`src/rtl/bus_arbiter_pkg.sv`:
```
// -----------------------------------------------------------------------------
// bus_arbiter_pkg
// Shared constants for the two-master Bridge bus arbiter:
//   ARB_M0 / ARB_M1 : master index encodings used by last_gnt and rd_owner
//   ARB_BUS_W       : Bridge address/data width
//   ARB_WAIT_W      : width of the master-1 aging counter
// -----------------------------------------------------------------------------
package bus_arbiter_pkg;

  localparam logic ARB_M0     = 1'b0;
  localparam logic ARB_M1     = 1'b1;
  localparam int   ARB_BUS_W  = 32;
  localparam int   ARB_WAIT_W = 4;

endpackage : bus_arbiter_pkg

```
`src/rtl/bus_arbiter_arb_pick.sv`:
```
// -----------------------------------------------------------------------------
// arb_pick
// Combinational winner select for the two-master arbiter.
// Build option: ROUND_ROBIN_EN selects alternating priority on contention;
// otherwise master 0 has fixed priority unless force_m1_i ages master 1 in.
// Ports:
//   req0_i, req1_i  : master requests
//   last_gnt_i      : index of the most recently granted master
//   force_m1_i      : master 1 aged out (fixed-priority build only)
//   gnt0_o, gnt1_o  : one-hot (or zero) grant
// -----------------------------------------------------------------------------
module arb_pick
  import bus_arbiter_pkg::*;
(
  input  logic req0_i,
  input  logic req1_i,
  input  logic last_gnt_i,
  input  logic force_m1_i,
  output logic gnt0_o,
  output logic gnt1_o
);

  logic unused_s;

`ifdef ROUND_ROBIN_EN
  // Aging is not used when priority alternates.
  assign unused_s = force_m1_i;

  // Round-robin select: on contention the master that did not win last time wins.
  always_comb begin
    gnt0_o = 1'b0;
    gnt1_o = 1'b0;
    if (req0_i && req1_i) begin
      if (last_gnt_i == ARB_M0) begin
        gnt1_o = 1'b1;
      end else begin
        gnt0_o = 1'b1;
      end
    end else if (req0_i) begin
      gnt0_o = 1'b1;
    end else if (req1_i) begin
      gnt1_o = 1'b1;
    end else begin
      gnt0_o = 1'b0;
      gnt1_o = 1'b0;
    end
  end
`else
  // History is tracked by the top but does not steer fixed priority.
  assign unused_s = last_gnt_i;

  // Fixed-priority select: master 0 wins unless master 1 has aged out.
  always_comb begin
    gnt0_o = 1'b0;
    gnt1_o = 1'b0;
    if (force_m1_i && req1_i) begin
      gnt1_o = 1'b1;
    end else if (req0_i) begin
      gnt0_o = 1'b1;
    end else if (req1_i) begin
      gnt1_o = 1'b1;
    end else begin
      gnt0_o = 1'b0;
      gnt1_o = 1'b0;
    end
  end
`endif

endmodule : arb_pick

```
`src/rtl/bus_arbiter.sv`:
```
// -----------------------------------------------------------------------------
// bus_arbiter
// Shares the Bridge data bus between the MEM stage (master 0) and a secondary
// master (master 1). One single-beat transaction per cycle; read data returns
// one cycle after the grant and is steered to the owning master.
// Build option: ROUND_ROBIN_EN (alternating priority, aging disabled);
// default build is fixed priority with MAX_WAIT aging for master 1.
// Ports:
//   cpu_clk, cpu_rst               : clock, synchronous active-high reset
//   mN_req/wen/addr/wdata          : master requests, held until granted
//   mN_gnt                         : combinational grant
//   mN_rvalid/mN_rdata             : read return, one cycle after grant
//   m0_stall                       : MEM stage denied, to hazard unit
//   Bus_addr/Bus_wen/Bus_wdata     : to Bridge (zero when idle)
//   Bus_rdata                      : from Bridge, one cycle after read address
// -----------------------------------------------------------------------------
module bus_arbiter
  import bus_arbiter_pkg::*;
#(
  parameter int MAX_WAIT = 4
) (
  input  logic                 cpu_clk,
  input  logic                 cpu_rst,
  input  logic                 m0_req,
  input  logic                 m0_wen,
  input  logic [ARB_BUS_W-1:0] m0_addr,
  input  logic [ARB_BUS_W-1:0] m0_wdata,
  input  logic                 m1_req,
  input  logic                 m1_wen,
  input  logic [ARB_BUS_W-1:0] m1_addr,
  input  logic [ARB_BUS_W-1:0] m1_wdata,
  output logic                 m0_gnt,
  output logic                 m1_gnt,
  output logic                 m0_rvalid,
  output logic                 m1_rvalid,
  output logic [ARB_BUS_W-1:0] m0_rdata,
  output logic [ARB_BUS_W-1:0] m1_rdata,
  output logic                 m0_stall,
  output logic [ARB_BUS_W-1:0] Bus_addr,
  output logic                 Bus_wen,
  output logic [ARB_BUS_W-1:0] Bus_wdata,
  input  logic [ARB_BUS_W-1:0] Bus_rdata
);

  localparam logic [ARB_WAIT_W-1:0] MAX_WAIT_C = ARB_WAIT_W'(MAX_WAIT);

  logic                  rd_pend_q,  rd_pend_d;
  logic                  rd_owner_q, rd_owner_d;
  logic                  last_gnt_q, last_gnt_d;
  logic [ARB_WAIT_W-1:0] wait_cnt_q, wait_cnt_d;
  logic                  force_m1_s;

  // Aging only fires while master 1 is still asking; a withdrawn request
  // at the limit lets master 0 proceed normally.
  assign force_m1_s = m1_req && (wait_cnt_q == MAX_WAIT_C);

  arb_pick u_pick (
    .req0_i     (m0_req),
    .req1_i     (m1_req),
    .last_gnt_i (last_gnt_q),
    .force_m1_i (force_m1_s),
    .gnt0_o     (m0_gnt),
    .gnt1_o     (m1_gnt)
  );

  assign m0_stall = m0_req & ~m0_gnt;

  // Read return: rvalid comes straight from the pending flag; reset in the
  // return cycle discards the read so no stale data reaches the owner.
  assign m0_rvalid = rd_pend_q & ~cpu_rst & (rd_owner_q == ARB_M0);
  assign m1_rvalid = rd_pend_q & ~cpu_rst & (rd_owner_q == ARB_M1);
  assign m0_rdata  = m0_rvalid ? Bus_rdata : 32'h0000_0000;
  assign m1_rdata  = m1_rvalid ? Bus_rdata : 32'h0000_0000;

  // Bus output mux: winner's request, all zeros on an idle cycle.
  always_comb begin
    Bus_addr  = 32'h0000_0000;
    Bus_wen   = 1'b0;
    Bus_wdata = 32'h0000_0000;
    case ({m1_gnt, m0_gnt})
      2'b01: begin
        Bus_addr  = m0_addr;
        Bus_wen   = m0_wen;
        Bus_wdata = m0_wdata;
      end
      2'b10: begin
        Bus_addr  = m1_addr;
        Bus_wen   = m1_wen;
        Bus_wdata = m1_wdata;
      end
      default: begin
        Bus_addr  = 32'h0000_0000;
        Bus_wen   = 1'b0;
        Bus_wdata = 32'h0000_0000;
      end
    endcase
  end

  // Next-state for return tracking, grant history and master-1 aging.
  always_comb begin
    rd_pend_d  = (m0_gnt & ~m0_wen) | (m1_gnt & ~m1_wen);
    rd_owner_d = rd_owner_q;
    last_gnt_d = last_gnt_q;
    wait_cnt_d = {ARB_WAIT_W{1'b0}};
    if (m1_gnt) begin
      last_gnt_d = ARB_M1;
      rd_owner_d = rd_pend_d ? ARB_M1 : rd_owner_q;
    end else if (m0_gnt) begin
      last_gnt_d = ARB_M0;
      rd_owner_d = rd_pend_d ? ARB_M0 : rd_owner_q;
    end else begin
      last_gnt_d = last_gnt_q;
      rd_owner_d = rd_owner_q;
    end
`ifdef ROUND_ROBIN_EN
    wait_cnt_d = {ARB_WAIT_W{1'b0}};
`else
    if (m1_req && !m1_gnt) begin
      wait_cnt_d = wait_cnt_q + 4'd1;
    end else begin
      wait_cnt_d = {ARB_WAIT_W{1'b0}};
    end
`endif
  end

  // State register; last_gnt resets to master 1 so master 0 wins the first tie.
  always_ff @(posedge cpu_clk) begin
    if (cpu_rst) begin
      rd_pend_q  <= 1'b0;
      rd_owner_q <= ARB_M0;
      last_gnt_q <= ARB_M1;
      wait_cnt_q <= {ARB_WAIT_W{1'b0}};
    end else begin
      rd_pend_q  <= rd_pend_d;
      rd_owner_q <= rd_owner_d;
      last_gnt_q <= last_gnt_d;
      wait_cnt_q <= wait_cnt_d;
    end
  end

endmodule : bus_arbiter

```
`config.mk`:
```
export PLATFORM = sky130hd
export DESIGN_NAME = bus_arbiter
export DESIGN_NICKNAME = d
export VERILOG_FILES = /design/src/rtl/bus_arbiter_pkg.sv /design/src/rtl/bus_arbiter_arb_pick.sv /design/src/rtl/bus_arbiter.sv
export SDC_FILE = /design/constraint.sdc
export NUM_CORES = 1
export LEC_CHECK = 0
export CORE_AREA = 2 2 115 117
export DETAILED_ROUTE_END_ITERATION = 7
export DIE_AREA = 0 0 117 119
export GPL_ROUTABILITY_DRIVEN = 0
export SETUP_SLACK_MARGIN = 0.05
export SLEW_MARGIN = 40
export SYNTH_ARGS = -nofsm -noshare
export SYNTH_HDL_FRONTEND = slang
export SYNTH_HIERARCHICAL = 1
export SYNTH_SLANG_ARGS = --single-unit
```
`constraint.sdc`:
```
create_clock -name cpu_clk -period 4.14 [get_ports cpu_clk]
set_input_delay 1.242 -clock cpu_clk [delete_from_list [all_inputs] [get_ports cpu_clk]]
set_output_delay 1.242 -clock cpu_clk [all_outputs]
set_load 0.01 [all_outputs]
```
==> metrics.md <==
| Metric | Value |
|---|---|
| Status | `complete, no violations` |
| Synthesized Nets | `around 430` |
| Die X | `about 120 µm` |
| Pre-Repair DR Iteration Count | `4` |
| Clock Root Buffer | `clkbuf_16` |
| Crit path cell chain | `buf_6 > and4b_1 > buf_4 > a21boi_4 > buf_6 > ha_4 > buf_4 > buf_12 > a22oi_2 > nor2b_1 > clkdlybuf4s15_1` |
| GRT overflow | `0` |
| Io pins | `300` |
| Crit Path Category | `in -> out` |
| Die area | `between 10000 and 15000 µm²` |
| Setup Viol. Count Final | `0` |
| Hold Violations, Final | `0` |
| Cell count after synthesis | `258` |
| Initial antenna violation count | `0` |
| Drt drc | `0` |
| Vias/cell | `between 4 and 5` |
| PD cells | `about 130 nW/µm²` |
| Worst-Margin Slew | `around 380 ps` |
| Cts hold-fix bufs | `0` |
| Iter 0 DRT Violations | `between 100 and 150` |
| Most common cell after layout, fill and taps aside | `clkdlybuf4s50_1` |
| Synth-to-layout area growth | `215%` |
| Synth Warn # | `6` |
| Rel. slew slack | `0.746` |
| Share of cells above drive strength 1 | `0.257` |
| Num rows | `42` |
| Fillers | `roughly 1300` |
| Estimated wirelength of the detail-placed design | `8750 µm` |
| Crit end category | `output pin` |
| Fmax | `~0.24 GHz` |
| Ant diodes | `0` |
| Routed wire length | `12900 µm` |
| H-tree depth | `1` |
| Commonest non-fill, non-tap cells in the layout | `clkdlybuf4s50_1 (201), nor2b_1 (65), and2_1 (64)` |
| CTS Buf Count | `3` |
| GRT Overall Usage | `0.157` |
| Worst EP arrival | `between 2000 and 3000 ps` |
| Vias in the first global route | `around 3200` |
| Vias | `~3200` |
| Final nets | `752` |
| Post-Syn Area per Cell | `6.89 µm²` |
| Clock skew | `around 3.6 ps` |
| CP max FO | `6` |
| Clk_lat worst skew | `approximately 230 ps` |
| Critical path required time | `between 2000 and 3000 ps` |
| Crit path buf inv count | `6` |
| Seq. cell area | `roughly 120 µm²` |
| Largest net degree at the start of global routing | `34` |
| Dpl cells | `approximately 720` |
| Longest Clk Path Bufs | `2` |
| CP peak stage delay | `250 ps` |
| # port buffers | `between 200 and 300` |
| Worst Setup Start Kind | `input port` |
| Tot Pwr | `721 µW` |
| Initial Utilization | `0.138` |
| Post-DRT Antenna Nets | `0` |
| Post-synthesis cell area | `1780 µm²` |
| Average wire per standard cell | `about 17 µm` |
| Tmin final | `around 4100 ps` |
| Peak VDD IR | `107 µV` |
| Final worst-path cycle share | `0.992` |
| Floorplan core area | `12900 µm²` |
| CTS clk-pin slew, worst paths | `about 30 ps` |
| Slowest CP cell | `clkdlybuf4s15_1` |
| Slew Limit Fails | `0` |
| RSZ-0062 raised after global routing | `true` |
| First-pass GRT wire length | `between 15000 and 20000 µm` |
| Max-cap violations | `0` |
| Clock sinks | `6` |
| Multi-input gate area in the final layout | `approximately 1700 µm²` |
| Die Ht | `around 120 µm` |
| Layout Cells excl Fill | `about 760` |
| Crit-path leading delay family | `buffers and inverters` |
| P_leak | `0.00260 µW` |
| Hold Path Class | `reg -> reg` |
| CTS tree | `yes` |
==> path summary, 6_finish.rpt <==
kind,startpoint,to,slack (ps),cells after the start
min reg2reg,wait_cnt_q[0]$_SDFF_PP0_,wait_cnt_q[0]$_SDFF_PP0_,470,1
max,m1_req,Bus_addr[27],30,11
min,wait_cnt_q[0]$_SDFF_PP0_,wait_cnt_q[0]$_SDFF_PP0_,470,1
max reg2reg,wait_cnt_q[0]$_SDFF_PP0_,rd_owner_q$_SDFFE_PP0P_,2190,10
==> per-stage QoR <==
step / hold WS (ps) / instance area (µm²) / setup TNS [ps] / util / worst slack [ps]
6_report: 472 / 5610 / 0 / 0.436 / 32.6
5_1_grt: 516 / 5610 / -85.4 / 0.436 / -33.3
4_1_cts: 473 / 5440 / -1430 / 0.423 / -49.4
3_5_place_dp: 465 / 5080 / -41110 / 0.394 / -712
3_3_place_gp: 442 / 5080 / -39740 / 0.394 / -714
2_1_floorplan: 430 / 1780 / 0 / - / 110
==> metal layers <==
metal / GRT usage / share of wire / vias up
met2: 0.284 / 0.51 / 193
met5: 0 / 0 / -
met4: 0.0243 / 0.0093 / 0
li1: - / - / 1537
met3: 0.0356 / 0.095 / 10
met1: 0.190 / 0.38 / 1474
==> state kept, by name (all words and copies together) (netlist names) <==
name and cells:
rd_owner_q 1, wait_cnt_q 4, rd_pend_q 1
==> final cells by class <==
type / instances / area share
repair buffers: 345 / 0.621
multi-input cells: 220 / 0.301
well taps: 176 / 0.0393
flip-flops and latches: 6 / 0.0214
clock buffers: 3 / 0.0134
inverters: 5 / 0.00335
==> where the power goes <==
| group | total (µW) | leakage [µW] | switching (µW) | internal, µW |
|---|---|---|---|---|
| clock | 158 | 0.0000370 | 34.2 | 124 |
| sequential | 61.7 | 0.0000489 | 1.69 | 60.0 |
| combinational | 501 | 0.00251 | 183 | 319 |
| total | 721 | 0.00260 | 219 | 503 |
==> repair_timing <==
action,in CTS,in global routing
endpoints found under the hold margin,0,0
endpoints found under the setup margin,79,114
cloned,7,6
resized for setup,135,158
setup buffers,10,8
pin swaps,6,10
(Power assumes the default switching activity.)
